`src/rtl/seg_bus_decoder_if.sv`:
```
// rtl/seg_bus_decoder_if.sv - multiplexed segment bus and decoded frame signals
interface seg_bus_decoder_if;
    logic [7:0]  seg_d;
    logic [7:0]  seg_com;
    logic [31:0] hex_out;
    logic [7:0]  dp_out;
    logic [7:0]  valid_out;
    logic        frame_done;
    logic        bad_pat;
    logic        idle;

    modport master (
        output seg_d, seg_com,
        input  hex_out, dp_out, valid_out, frame_done, bad_pat, idle
    );

    modport slave (
        input  seg_d, seg_com,
        output hex_out, dp_out, valid_out, frame_done, bad_pat, idle
    );
endinterface

```
`src/rtl/seg_bus_decoder.sv`:
```
// rtl/seg_bus_decoder.sv - 8-digit 7-segment bus receiver: settle, decode, assemble frames
module seg_bus_decoder #(
    parameter int STABLE_CYC     = 4,
    parameter int TIMEOUT_CYC    = 1000000,
    parameter bit COM_ACTIVE_LOW = 1'b1
) (
    input  logic              clk,
    input  logic              rst,
    seg_bus_decoder_if.slave  bus
);
    localparam logic [7:0]  STAB_MAX = 8'(STABLE_CYC);
    localparam logic [7:0]  STAB_PRE = 8'(STABLE_CYC - 1);
    localparam logic [23:0] TMO_MAX  = 24'(TIMEOUT_CYC);
    localparam logic [23:0] TMO_PRE  = 24'(TIMEOUT_CYC - 1);

    typedef enum logic [1:0] {ST_IDLE = 2'd0, ST_COLLECT = 2'd1} state_t;

    function automatic logic [4:0] decode(input logic [6:0] p);
        case (p)
            7'h3f: decode = 5'h10;
            7'h06: decode = 5'h11;
            7'h5b: decode = 5'h12;
            7'h4f: decode = 5'h13;
            7'h66: decode = 5'h14;
            7'h6d: decode = 5'h15;
            7'h7d: decode = 5'h16;
            7'h27: decode = 5'h17;
            7'h7f: decode = 5'h18;
            7'h6f: decode = 5'h19;
            7'h5f: decode = 5'h1a;
            7'h7c: decode = 5'h1b;
            7'h58: decode = 5'h1c;
            7'h5e: decode = 5'h1d;
            7'h7b: decode = 5'h1e;
            7'h71: decode = 5'h1f;
            default: decode = 5'h00;
        endcase
    endfunction

    state_t      state_q;
    logic [7:0]  seg_s1_q, seg_s2_q, com_s1_q, com_s2_q;
    logic [15:0] prev_q;
    logic [7:0]  stab_cnt_q, stab_cnt_d;
    logic [23:0] tmo_q, tmo_d;
    logic [31:0] hex_st_q, hex_q;
    logic [7:0]  dp_st_q, vld_st_q, mask_q, dp_q, vld_q;
    logic        frame_done_q, bad_pat_q, idle_q;

    logic [7:0]  sel;
    logic        same, one_hot, capture;
    logic [2:0]  cap_idx;
    logic [4:0]  dec;

    always_comb begin
        sel        = COM_ACTIVE_LOW ? ~com_s2_q : com_s2_q;
        same       = ({sel, seg_s2_q} == prev_q);
        one_hot    = (sel != 8'd0) && ((sel & (sel - 8'd1)) == 8'd0);
        capture    = same && (stab_cnt_q == STAB_PRE) && one_hot;
        dec        = decode(seg_s2_q[6:0]);
        stab_cnt_d = !same ? 8'd0 : ((stab_cnt_q == STAB_MAX) ? stab_cnt_q : stab_cnt_q + 8'd1);
        tmo_d      = capture ? 24'd0 : ((tmo_q == TMO_MAX) ? tmo_q : tmo_q + 24'd1);
        cap_idx    = 3'd0;
        for (int i = 0; i < 8; i++) begin
            if (sel[i]) cap_idx = 3'(i);
        end
    end

    always_ff @(posedge clk or negedge rst) begin
        if (!rst) begin
            state_q      <= ST_IDLE;
            seg_s1_q     <= '0;
            seg_s2_q     <= '0;
            com_s1_q     <= '0;
            com_s2_q     <= '0;
            prev_q       <= '0;
            stab_cnt_q   <= '0;
            tmo_q        <= '0;
            hex_st_q     <= '0;
            dp_st_q      <= '0;
            vld_st_q     <= '0;
            mask_q       <= '0;
            hex_q        <= '0;
            dp_q         <= '0;
            vld_q        <= '0;
            frame_done_q <= 1'b0;
            bad_pat_q    <= 1'b0;
            idle_q       <= 1'b1;
        end else begin
            seg_s1_q     <= bus.seg_d;
            seg_s2_q     <= seg_s1_q;
            com_s1_q     <= bus.seg_com;
            com_s2_q     <= com_s1_q;
            prev_q       <= {sel, seg_s2_q};
            stab_cnt_q   <= stab_cnt_d;
            tmo_q        <= tmo_d;
            frame_done_q <= 1'b0;
            bad_pat_q    <= 1'b0;
            if (capture) begin
                hex_st_q[{cap_idx, 2'b00} +: 4] <= dec[3:0];
                dp_st_q[cap_idx]  <= seg_s2_q[7];
                vld_st_q[cap_idx] <= dec[4];
                mask_q            <= mask_q | sel;
                bad_pat_q         <= !dec[4];
            end
            case (state_q)
                ST_IDLE: begin
                    if (capture) begin
                        state_q <= ST_COLLECT;
                        idle_q  <= 1'b0;
                    end
                end
                ST_COLLECT: begin
                    // Mask filled on the previous edge; the store already holds the last digit.
                    if (mask_q == 8'hff) begin
                        hex_q        <= hex_st_q;
                        dp_q         <= dp_st_q;
                        vld_q        <= vld_st_q;
                        frame_done_q <= 1'b1;
                        mask_q       <= capture ? sel : 8'd0;
                    end else if (!capture && tmo_q == TMO_PRE) begin
                        state_q <= ST_IDLE;
                        idle_q  <= 1'b1;
                        mask_q  <= 8'd0;
                    end
                end
                default: state_q <= ST_IDLE;
            endcase
        end
    end

    assign bus.hex_out    = hex_q;
    assign bus.dp_out     = dp_q;
    assign bus.valid_out  = vld_q;
    assign bus.frame_done = frame_done_q;
    assign bus.bad_pat    = bad_pat_q;
    assign bus.idle       = idle_q;
endmodule

```
`src/flat_wrapper.sv`:
```
// flat-port wrapper written by rule: the top's interface ports become plain ports
module seg_bus_decoder_flat 
#(
    parameter int STABLE_CYC     = 4,
    parameter int TIMEOUT_CYC    = 1000000,
    parameter bit COM_ACTIVE_LOW = 1'b1
)
  (clk, rst, bus_seg_d, bus_seg_com, bus_hex_out, bus_dp_out, bus_valid_out, bus_frame_done, bus_bad_pat, bus_idle);
  seg_bus_decoder_if bus_i ();
  input  logic clk;
  input  logic rst;
  input wire logic [$bits(bus_i.seg_d)-1:0] bus_seg_d;
  input wire logic [$bits(bus_i.seg_com)-1:0] bus_seg_com;
  output wire logic [$bits(bus_i.hex_out)-1:0] bus_hex_out;
  output wire logic [$bits(bus_i.dp_out)-1:0] bus_dp_out;
  output wire logic [$bits(bus_i.valid_out)-1:0] bus_valid_out;
  output wire logic [$bits(bus_i.frame_done)-1:0] bus_frame_done;
  output wire logic [$bits(bus_i.bad_pat)-1:0] bus_bad_pat;
  output wire logic [$bits(bus_i.idle)-1:0] bus_idle;
  assign bus_i.seg_d = bus_seg_d;
  assign bus_i.seg_com = bus_seg_com;
  assign bus_hex_out = bus_i.hex_out;
  assign bus_dp_out = bus_i.dp_out;
  assign bus_valid_out = bus_i.valid_out;
  assign bus_frame_done = bus_i.frame_done;
  assign bus_bad_pat = bus_i.bad_pat;
  assign bus_idle = bus_i.idle;
  seg_bus_decoder #(.STABLE_CYC(STABLE_CYC), .TIMEOUT_CYC(TIMEOUT_CYC), .COM_ACTIVE_LOW(COM_ACTIVE_LOW)) u_core (.clk(clk), .rst(rst), .bus(bus_i));
endmodule
```
`config.mk`:
```
export PLATFORM = sky130hd
export DESIGN_NAME = seg_bus_decoder_flat
export DESIGN_NICKNAME = d
export VERILOG_FILES = /design/src/rtl/seg_bus_decoder_if.sv /design/src/rtl/seg_bus_decoder.sv /design/src/flat_wrapper.sv
export SDC_FILE = /design/constraint.sdc
export NUM_CORES = 1
export LEC_CHECK = 0
export ABC_CLOCK_PERIOD_IN_PS = 5300
export BUFFER_PORTS_ARGS = -buffer_cell sky130_fd_sc_hd__buf_2
export CAP_MARGIN = 10
export CORE_UTILIZATION = 48
export CTS_CLUSTER_DIAMETER = 150
export DETAILED_ROUTE_END_ITERATION = 6
export PLACE_DENSITY = 0.67
export REMOVE_ABC_BUFFERS = 1
export SYNTH_ARGS = -nofsm -noshare
export SYNTH_HDL_FRONTEND = slang
export SYNTH_SLANG_ARGS = --single-unit
```
`constraint.sdc`:
```
create_clock -name clk -period 5.3 [get_ports clk]
set_clock_uncertainty 0.2 [all_clocks]
set_input_delay 1.06 -clock clk [delete_from_list [all_inputs] [get_ports clk]]
set_output_delay 1.06 -clock clk [all_outputs]
set_load 0.02 [all_outputs]
```
==> out/metrics.yaml, run 1 <==
hold_path:
  hp-class: "register to register"
placed_design:
  numPortBuffers: 68
  pre_cts_slack_ps: 1620
  place_hpwl_mm: 10.5
  dpl_cell_area_sq_um: 8290
  placed_cells: 965
  globalplace.congestion: 0.872
timing:
  relSlewSlack_pct: 27.0
  setup_ws_ps: 1600
  max_freq_mhz: 270
  finalHoldViolCount: 0
  min_period_ps: 3700
  finalSetupTns_ps: 0
  setup_viol_count_final: 0
  rsz0062_at_grt: "no"
  finalMaxSlewViolations: 0
  worst_pin_slew_ps: 1090
  min_period_over_period_pct: 69.8
cts:
  postCtsResizedCells: 0
  clk_latency_ps: 430
  clk_path_buf_depth: 2
  cts_buffers: 17
  cts.sinks: 188
  root_buffer: "clkbuf_16"
  cts_tree: "yes"
  h-tree-depth: 4
  cts.clk_slew.worst_paths_ps: 70
  cts_hold_repair.buffers: 0
  cts_setup_buffers: 0
power:
  power.leakage_nw: 4.46
  power_per_cell_area_nw_per_um2: 322
  ir_worst_vdd_v: 0.000249
  p_total_mw: 2.86
setup_path:
  crit_path_max_fanout: 18
  r2r_slack_ps: 1600
  cp-end-kind: "register"
  crit_arrival_ps: 3810
  crit_type: "register to register"
  worst_ep_required_time_ps: 5420
  start_kind: "register"
floorplan:
  fp.coreArea_sq_um: 15800
  start_util_pct: 49.0
  dieArea_sq_um: 16700
  boundaryPins: 69
  fp.dieH_um: 129
  die_w_um: 129
  rows: 46
detailed_routing:
  drc_errors: 0
  dr_total_vias: 5154
  wl_per_cell_um: 15.3
  vias_per_cell: 5.17
  drt_pass1_iterations: 6
  dr.first_iter.drc_count: 299
  ant_nets: 0
  wirelength_mm: 15.3
cells_and_area:
  fin_cells: 996
  nFillCells: 1339
  nets: 792
  drive_gt1_share_pct: 20.6
  syn_to_final_growth_pct: 14.6
  fin_area_sq_um: 8890
  num_antenna_cells: 0
yosys:
  synth_xor_area_share_pct: 5.31
  synthCells: 708
  synth_top_area_share_pct: 60.3
  yosys.area.top_type: "dfrtp_1"
  synth_compound_area_share_pct: 3.48
  synth-seq-cells: 188
  synthFlopType: "dfrtp_1"
  synthAdderAreaFrac_pct: 0.968
  synth_commonest_cells: "187 x dfrtp_1, 173 x nand2_1, 51 x nor2_1"
  ys_warn_count: 0
  syn_area_sq_um: 7760
  synth_edf_count: 0
  yosysUniqueCellTypes: 55
  synthSimpleGateAreaFrac_pct: 19.6
  yosysMostFrequentCell: "dfrtp_1"
  synthTopCellsByArea: "dfrtp_1 60%, nand2_1 8.4%, mux2_2 6.4%, xor2_1 3.2%, nor2_1 2.5%"
  synth_top_family_by_area: "simple AND/OR/NAND/NOR gates"
  ys_async_sr_fraction_pct: 100
  ys_seq_area_share_pct: 60.7
  muxShareOfSynthArea_pct: 7.42
  syn_area_per_cell_sq_um: 11.0
run:
  cap_violations: 0
grt:
  gr-usage-all-layers_pct: 20.2
  grt_pass1_wl_mm: 25.9
  grt.overflow.total: 0
  antenna_found_initial: 0
  grt_pass1_vias: 5323
  grt_max_degree: 116
status:
  outcome: "completed"
## where the power goes
group          switching (mW)  internal (mW)
registers              0.0256           1.45
clock network           0.531          0.764
logic                  0.0569         0.0274
## through the flow
step | hold WS, ps | utilization, %
final | 147 | 56.2
after global routing | 157 | 56.2
after CTS | 151 | 56.2
after detailed placement | 136 | 52.3
after global placement | 131 | 52.3
after floorplan | 131 | -
## cell type report
cell class	count	area, sq um	area share, %
repair buffers	73	384	4.32
well taps	216	270	3.04
inverters	16	60.1	0.676
multi-input cells	472	2870	32.2
flip-flops and latches	188	4710	52.9
clock buffers	21	460	5.18
clock inverters	10	141	1.59
## per-layer routing
metal | wire length, um | part of all wire, % | global-route usage, %
met1 | 7210 | 47 | 25.8
met2 | 7360 | 48 | 34.1
met3 | 423 | 2.8 | 4.05
met4 | 261 | 1.7 | 7.89
met5 | 0 | 0 | 0
## flip-flops by register name, summed over array words and instances, names as in the netlist, 8 cells and up
signal	flops
u_core.bus.dp_out	8
u_core.bus.hex_out	32
u_core.bus.valid_out	8
u_core.com_s1_q	8
u_core.com_s2_q	8
u_core.dp_st_q	8
u_core.hex_st_q	32
u_core.mask_q	8
u_core.prev_q	16
u_core.seg_s1_q	8
u_core.seg_s2_q	8
u_core.stab_cnt_q	8
u_core.tmo_q	24
u_core.vld_st_q	8
## cells in the final DEF (no fill, tap or decap), types with 3 or more instances in the layout
cell and count:
dfrtp_1 187, nand2_1 172, buf_2 67, nor2_1 51
mux2_2 44, xor2_1 28, nand4_1 23, xnor2_1 19
nand3_1 19, clkbuf_16 17, inv_1 16, a21oi_1 12
nor3_1 10, nor2b_1 10, o21ai_0 9, nor4_1 6
ha_1 6, clkinvlp_4 5, buf_4 5, and4_1 4
mux2_4 4, a31oi_1 3, o2111ai_1 3, nand2b_1 3
nor3b_1 3, and3_1 3, bufinv_16 3
## final timing paths
kind | startpoint | end | cells after the start
max reg2reg | u_core.seg_s2_q[1] | u_core.hex_st_q[12] | 6
min reg2reg | u_core.com_s1_q[0] | u_core.com_s2_q[0] | 0
min | u_core.com_s1_q[0] | u_core.com_s2_q[0] | 0
min in group asynchronous | rst | u_core.bus.hex_out[2] | 1
max in group asynchronous | rst | u_core.bus.hex_out[22] | 2
max | u_core.seg_s2_q[1] | u_core.hex_st_q[12] | 6
## worst max-delay path, stage by stage, from the launching register on
cell	delay [ps]
dfrtp_1	710
xnor2_1	180
nand4_1	120
or4_1	730
or4_4	720
or4_1	570
mux2_4	340
## logic make-up after synthesis
logic type                 count (synthesis)
and+or+nand+nor                          327
AOI/OAI and AO/OA                         42
xor gates and xnor gates                  47
buffers and inverters                     48
DFF                                      188
muxes                                     50
adders and majority gates                  6
(Power assumes the default switching activity.)
==> run 2: changes to the inputs <==
--- a/config.mk
+++ b/config.mk
@@ -5,7 +5,7 @@
 export SDC_FILE = /design/constraint.sdc
 export NUM_CORES = 1
 export LEC_CHECK = 0
-export ABC_CLOCK_PERIOD_IN_PS = 5300
+export ABC_CLOCK_PERIOD_IN_PS = 3410
 export BUFFER_PORTS_ARGS = -buffer_cell sky130_fd_sc_hd__buf_2
 export CAP_MARGIN = 10
 export CORE_UTILIZATION = 48
==> constraint.sdc (replaced) <==
create_clock -name clk -period 3.41 [get_ports clk]
set_clock_uncertainty 0.2 [all_clocks]
set_input_delay 0.682 -clock clk [delete_from_list [all_inputs] [get_ports clk]]
set_output_delay 0.682 -clock clk [all_outputs]
set_load 0.02 [all_outputs]
==> run 2 against run 1 <==
The flow now finishes with violations (DRC). Final cell count increased by 2.6%. Core utilization increased by 1.4 points. Register-to-register slack got worse by 1400 ps. Non-clock buffer count increased by 25. Hold slack got worse by 110 ps. Sequential share of layout area decreased by 1.3 points. Via count increased by 2.0%. Critical path depth unchanged. Combinational power increased by 95%. Count of clock-buffer cells in the layout increased by 2. Fmax increased by 16%. First-iteration DRC count increased by 0.33%. Highest routed layer unchanged.
==> out/metrics.yaml, run 2 (same netlist as run 1, synthesis figures left out) <==
cts:
  h-tree-depth: 4
  postCtsResizedCells: 0
  cts_hold_repair.buffers: 0
  cts.clk_slew.worst_paths_ps: 60
  cts_buffers: 17
  root_buffer: "clkbuf_16"
  clk_latency_ps: 420
  cts.sinks: 188
  cts_tree: "yes"
  clk_path_buf_depth: 2
grt:
  grt.met2_usage_pct: 34.1
  antenna_found_initial: 0
  grt.overflow.total: 0
  grt_use_met1_pct: 26.1
  grtUsageMet3_pct: 4.29
  gr-usage-all-layers_pct: 20.4
  grt_max_degree: 69
  grt_pass1_vias: 5481
  busiest_layer: "met2"
  grt_pass1_wl_mm: 26.5
timing:
  rsz0062_at_grt: "no"
  finalMaxSlewViolations: 0
  max_freq_mhz: 314
  finalHoldViolCount: 0
  min_period_ps: 3180
  min_period_over_period_pct: 93.4
  worst_pin_slew_ps: 1090
  setup_viol_count_final: 0
  relSlewSlack_pct: 27.0
  finalSetupTns_ps: 0
cells_and_area:
  regArea_sq_um: 4710
  multi_input_area_sq_um: 2870
  drive_gt1_share_pct: 23.2
  layout_common_cells: "187 x dfrtp_1, 172 x nand2_1, 67 x buf_2"
  num_antenna_cells: 0
  final_common_cell: "dfrtp_1"
  syn_to_final_growth_pct: 17.4
  nFillCells: 1323
  fin_cells: 1022
  nets: 817
detailed_routing:
  dr.first_iter.drc_count: 300
  vias_per_cell: 5.14
  dr_total_vias: 5258
  wl_per_cell_um: 15.2
  drt_pass1_iterations: 7
  drc_errors: 1
  ant_nets: 0
  wirelength_mm: 15.6
setup_path:
  r2r-start: "u_core.com_s2_q[1]"
  cp_common_cell: "or4_1"
  crit_type: "register to register"
  crit_path_max_fanout: 9
  timing.rr.end: "u_core.hex_st_q[15]"
  worst_path_max_delay_cell: "or4_4"
  start_kind: "register"
  cp-end-kind: "register"
  r2r_slack_ps: 230
  r2r_cells: 6
  crit_path_cell_trace: "xor2_1, nand4_1, or4_1, or4_4, or4_1, mux2_4"
  crit_arrival_ps: 3290
  worst_ep_required_time_ps: 3520
  critical-path-max-stage-delay_ps: 610
placed_design:
  globalplace.congestion: 0.891
  place_hpwl_mm: 10.9
  placed_cells: 988
  numPortBuffers: 68
power:
  ir_worst_vdd_v: 0.000344
  power.leakage_nw: 4.61
  p_total_mw: 4.49
  power_per_cell_area_nw_per_um2: 493
floorplan:
  fp.dieH_um: 129
  start_util_pct: 49.0
  boundaryPins: 69
  die_w_um: 129
  fp.coreArea_sq_um: 15800
  dieArea_sq_um: 16700
  rows: 46
status:
  outcome: "finished with violations"
  violations: "DRC"
run:
  cap_violations: 0
hold_path:
  hp-class: "input pin to asynchronous set/reset pin"
[run 2: cell count changes in the layout (fill, tap and decap cells not counted), sizes merged]
cell	previous run	this run
clkinvlp	5	2
buf	73	98
clkbuf	21	23
inv	16	18
[run 2: power breakdown]
part           internal (mW)  switching (mW)
registers               2.26          0.0216
logic                 0.0538           0.110
clock network           1.24           0.809
total                   3.55           0.940
[run 2: cell type report]
class	instances	share of cell area, %
inverters	16	0.660
repair buffers	98	6.42
multi-input cells	472	31.5
clock buffers	23	5.36
clock inverters	9	1.46
well taps	216	2.97
flip-flops and latches	188	51.7
[run 2: metrics by stage]
step	instance area, sq um	hold WS [ps]	utilization (%)	setup WS (ps)
finish	9110	37.1	57.5	226
global route	9110	68.7	57.5	99.3
CTS	9090	44.8	57.4	254
detailed placement	8470	135	53.5	261
global placement	8470	134	53.5	232
floorplan	7620	131	-	-1560
[run 2: layer usage]
metal / wire, um / share of wire, %
met1: 7130 / 46
met5: 0 / 0
met2: 7660 / 49
met4: 269 / 1.7
met3: 508 / 3.3
[run 2: worst max-delay path, delay by kind of cell (launching register included)]
kind	cells	cell delay, ps
and+or+nand+nor	4	1790
DFF	1	510
muxes	1	340
xor gates and xnor gates	1	230
[run 2: timing repair]
action	CTS	global route
endpoints found under the setup margin	0	4
endpoints found under the hold margin	0	0
setup buffers	0	2
[run 2: how the worst max path moves through the flow]
stage / cells past startpoint / startpoint / end / slack [ps]
4_1_cts: 6 / u_core.com_s2_q[2] / u_core.hex_st_q[15] / 250
3_5_place_dp: 6 / u_core.com_s2_q[2] / u_core.hex_st_q[13] / 260
6_report: 6 / u_core.com_s2_q[1] / u_core.hex_st_q[15] / 230
5_1_grt: 6 / u_core.seg_s2_q[4] / u_core.hex_st_q[15] / 100
3_3_place_gp: 7 / u_core.stab_cnt_q[5] / u_core.hex_st_q[1] / 230
2_1_floorplan: 6 / u_core.seg_s2_q[1] / u_core.mask_q[0] / -1560
==> run 3: changes to the inputs <==
--- a/config.mk
+++ b/config.mk
@@ -5,7 +5,7 @@
 export SDC_FILE = /design/constraint.sdc
 export NUM_CORES = 1
 export LEC_CHECK = 0
-export ABC_CLOCK_PERIOD_IN_PS = 3410
+export ABC_CLOCK_PERIOD_IN_PS = 3900
 export BUFFER_PORTS_ARGS = -buffer_cell sky130_fd_sc_hd__buf_2
 export CAP_MARGIN = 10
 export CORE_UTILIZATION = 48
==> constraint.sdc (replaced) <==
create_clock -name clk -period 3.9 [get_ports clk]
set_clock_uncertainty 0.2 [all_clocks]
set_input_delay 0.78 -clock clk [delete_from_list [all_inputs] [get_ports clk]]
set_output_delay 0.78 -clock clk [all_outputs]
set_load 0.02 [all_outputs]
==> run 3 against run 2 <==
The run now ends clean. Sequential power fell by 12%. Total power fell by 15%. Cell area fell by 1.9%. Count of clock-buffer cells in the layout fell by 4. Routed wire length fell by 1.9%. Sequential cell count did not move. Die area did not move. Core utilization fell by 1.1 points. Global-route usage fell by 0.099 points. Critical path type unchanged. Largest power group unchanged.
==> out/metrics.yaml, run 3 (same netlist as run 1, synthesis figures left out) <==
detailed_routing:
  wl_per_cell_um: 15.2
  ant_nets: 0
  dr.first_iter.drc_count: 337
  drc_errors: 0
  dr_total_vias: 5270
  drt_pass1_iterations: 5
  vias_per_cell: 5.25
  wirelength_mm: 15.3
setup_path:
  r2r_slack_ps: 450
  cp-end-kind: "register"
  crit_path_max_fanout: 18
  worst_path_max_delay_cell: "or4_4"
  crit_arrival_ps: 3560
  r2r_cells: 6
  start_kind: "register"
  cp_common_cell: "or4_1"
  r2r-start: "u_core.seg_s2_q[0]"
  crit_type: "register to register"
  timing.rr.end: "u_core.hex_st_q[13]"
  worst_ep_required_time_ps: 4020
  critical-path-max-stage-delay_ps: 680
  crit_path_cell_trace: "xnor2_1, nand4_1, or4_1, or4_4, or4_1, mux2_4"
cells_and_area:
  nets: 799
  fin_cells: 1004
  final_common_cell: "dfrtp_1"
  syn_to_final_growth_pct: 15.2
  layout_common_cells: "187 x dfrtp_1, 172 x nand2_1, 67 x buf_2"
  drive_gt1_share_pct: 21.7
  num_antenna_cells: 0
  fin_area_sq_um: 8930
placed_design:
  dpl_cell_area_sq_um: 8340
  numPortBuffers: 68
  placed_cells: 972
  globalplace.congestion: 0.886
  place_hpwl_mm: 10.6
grt:
  grt.overflow.total: 0
  grt_pass1_vias: 5294
  gr-usage-all-layers_pct: 20.3
  grt_pass1_wl_mm: 26.2
  antenna_found_initial: 0
  grt_max_degree: 76
hold_path:
  hp-class: "register to register"
  worstHoldStart: "u_core.seg_s1_q[6]"
  min_path_cells: 0
  holdPathEnd: "u_core.seg_s2_q[6]"
cts:
  cts.sinks: 188
  h-tree-depth: 4
  cts.clk_slew.worst_paths_ps: 70
  postCtsResizedCells: 0
  root_buffer: "clkbuf_16"
  cts_buffers: 17
  cts_tree: "yes"
  cts_setup_buffers: 0
  clk_path_buf_depth: 2
  cts_hold_repair.buffers: 0
  clk_latency_ps: 430
run:
  cap_violations: 0
floorplan:
  start_util_pct: 49.0
  die_w_um: 129
  dieArea_sq_um: 16700
  rows: 46
  boundaryPins: 69
  fp.coreArea_sq_um: 15800
  fp.dieH_um: 129
power:
  p_total_mw: 3.83
  ir_worst_vdd_v: 0.000306
  power_per_cell_area_nw_per_um2: 429
  power.leakage_nw: 4.51
timing:
  hold-worst-slack_ps: 146
  rsz0062_at_grt: "no"
  min_period_ps: 3450
  min_period_over_period_pct: 88.3
  relSlewSlack_pct: 35.0
  finalMaxSlewViolations: 0
  finalSetupTns_ps: 0
  setup_viol_count_final: 0
  finalHoldViolCount: 0
  worst_pin_slew_ps: 966
  max_freq_mhz: 290
status:
  outcome: "completed"
[run 3: changes by cell type in the layout (fill, tap and decap cells not counted), sizes merged]
cell	delta
buf	-18
bufinv	-1
clkbuf	-4
clkinv	+6
inv	-1
[run 3: area by class of cell]
type,count,area (sq um)
clock inverters,13,143
multi-input cells,472,2870
repair buffers,80,437
well taps,216,270
clock buffers,19,453
flip-flops and latches,188,4710
inverters,16,60.1
fillers,1368,6890
[run 3: critical path, delay by kind of cell, from the launching register on]
family	cells	cell delay (ps)
and+or+nand+nor	4	1960
DFF	1	640
muxes	1	340
xor gates and xnor gates	1	180
[run 3: report_power, final]
part	internal, mW	switching [mW]	leakage, nW
sequential	1.97	0.0317	2.50
clock	0.980	0.724	0.289
combinational	0.0392	0.0803	1.72
[run 3: worst max-delay path by stage]
stage                                   from                   to  slack, ps  cells after the start
after floorplan           u_core.seg_s2_q[1]     u_core.mask_q[0]      -1070                      6
after global placement    u_core.seg_s2_q[0]  u_core.hex_st_q[13]        530                      6
after detailed placement  u_core.seg_s2_q[0]  u_core.hex_st_q[21]        460                      6
after CTS                 u_core.seg_s2_q[0]  u_core.hex_st_q[21]        450                      6
after global routing      u_core.seg_s2_q[0]  u_core.hex_st_q[22]        290                      6
final                     u_core.seg_s2_q[0]  u_core.hex_st_q[13]        450                      6
[run 3: per-stage QoR]
stage          setup WS (ps)  util (%)
2_1_floorplan          -1070         -
3_3_place_gp             533      52.7
3_5_place_dp             457      52.7
4_1_cts                  447      56.4
5_1_grt                  291      56.4
6_report                 455      56.4
[run 3: per-layer routing]
metal  part of all wire [%]  track usage [%]  vias up
li1                       -                -     2502
met1                     46             26.7     2607
met2                     49             32.8      135
met3                    3.9             4.29       26
met4                    1.7             8.65        0
met5                      0                0        -
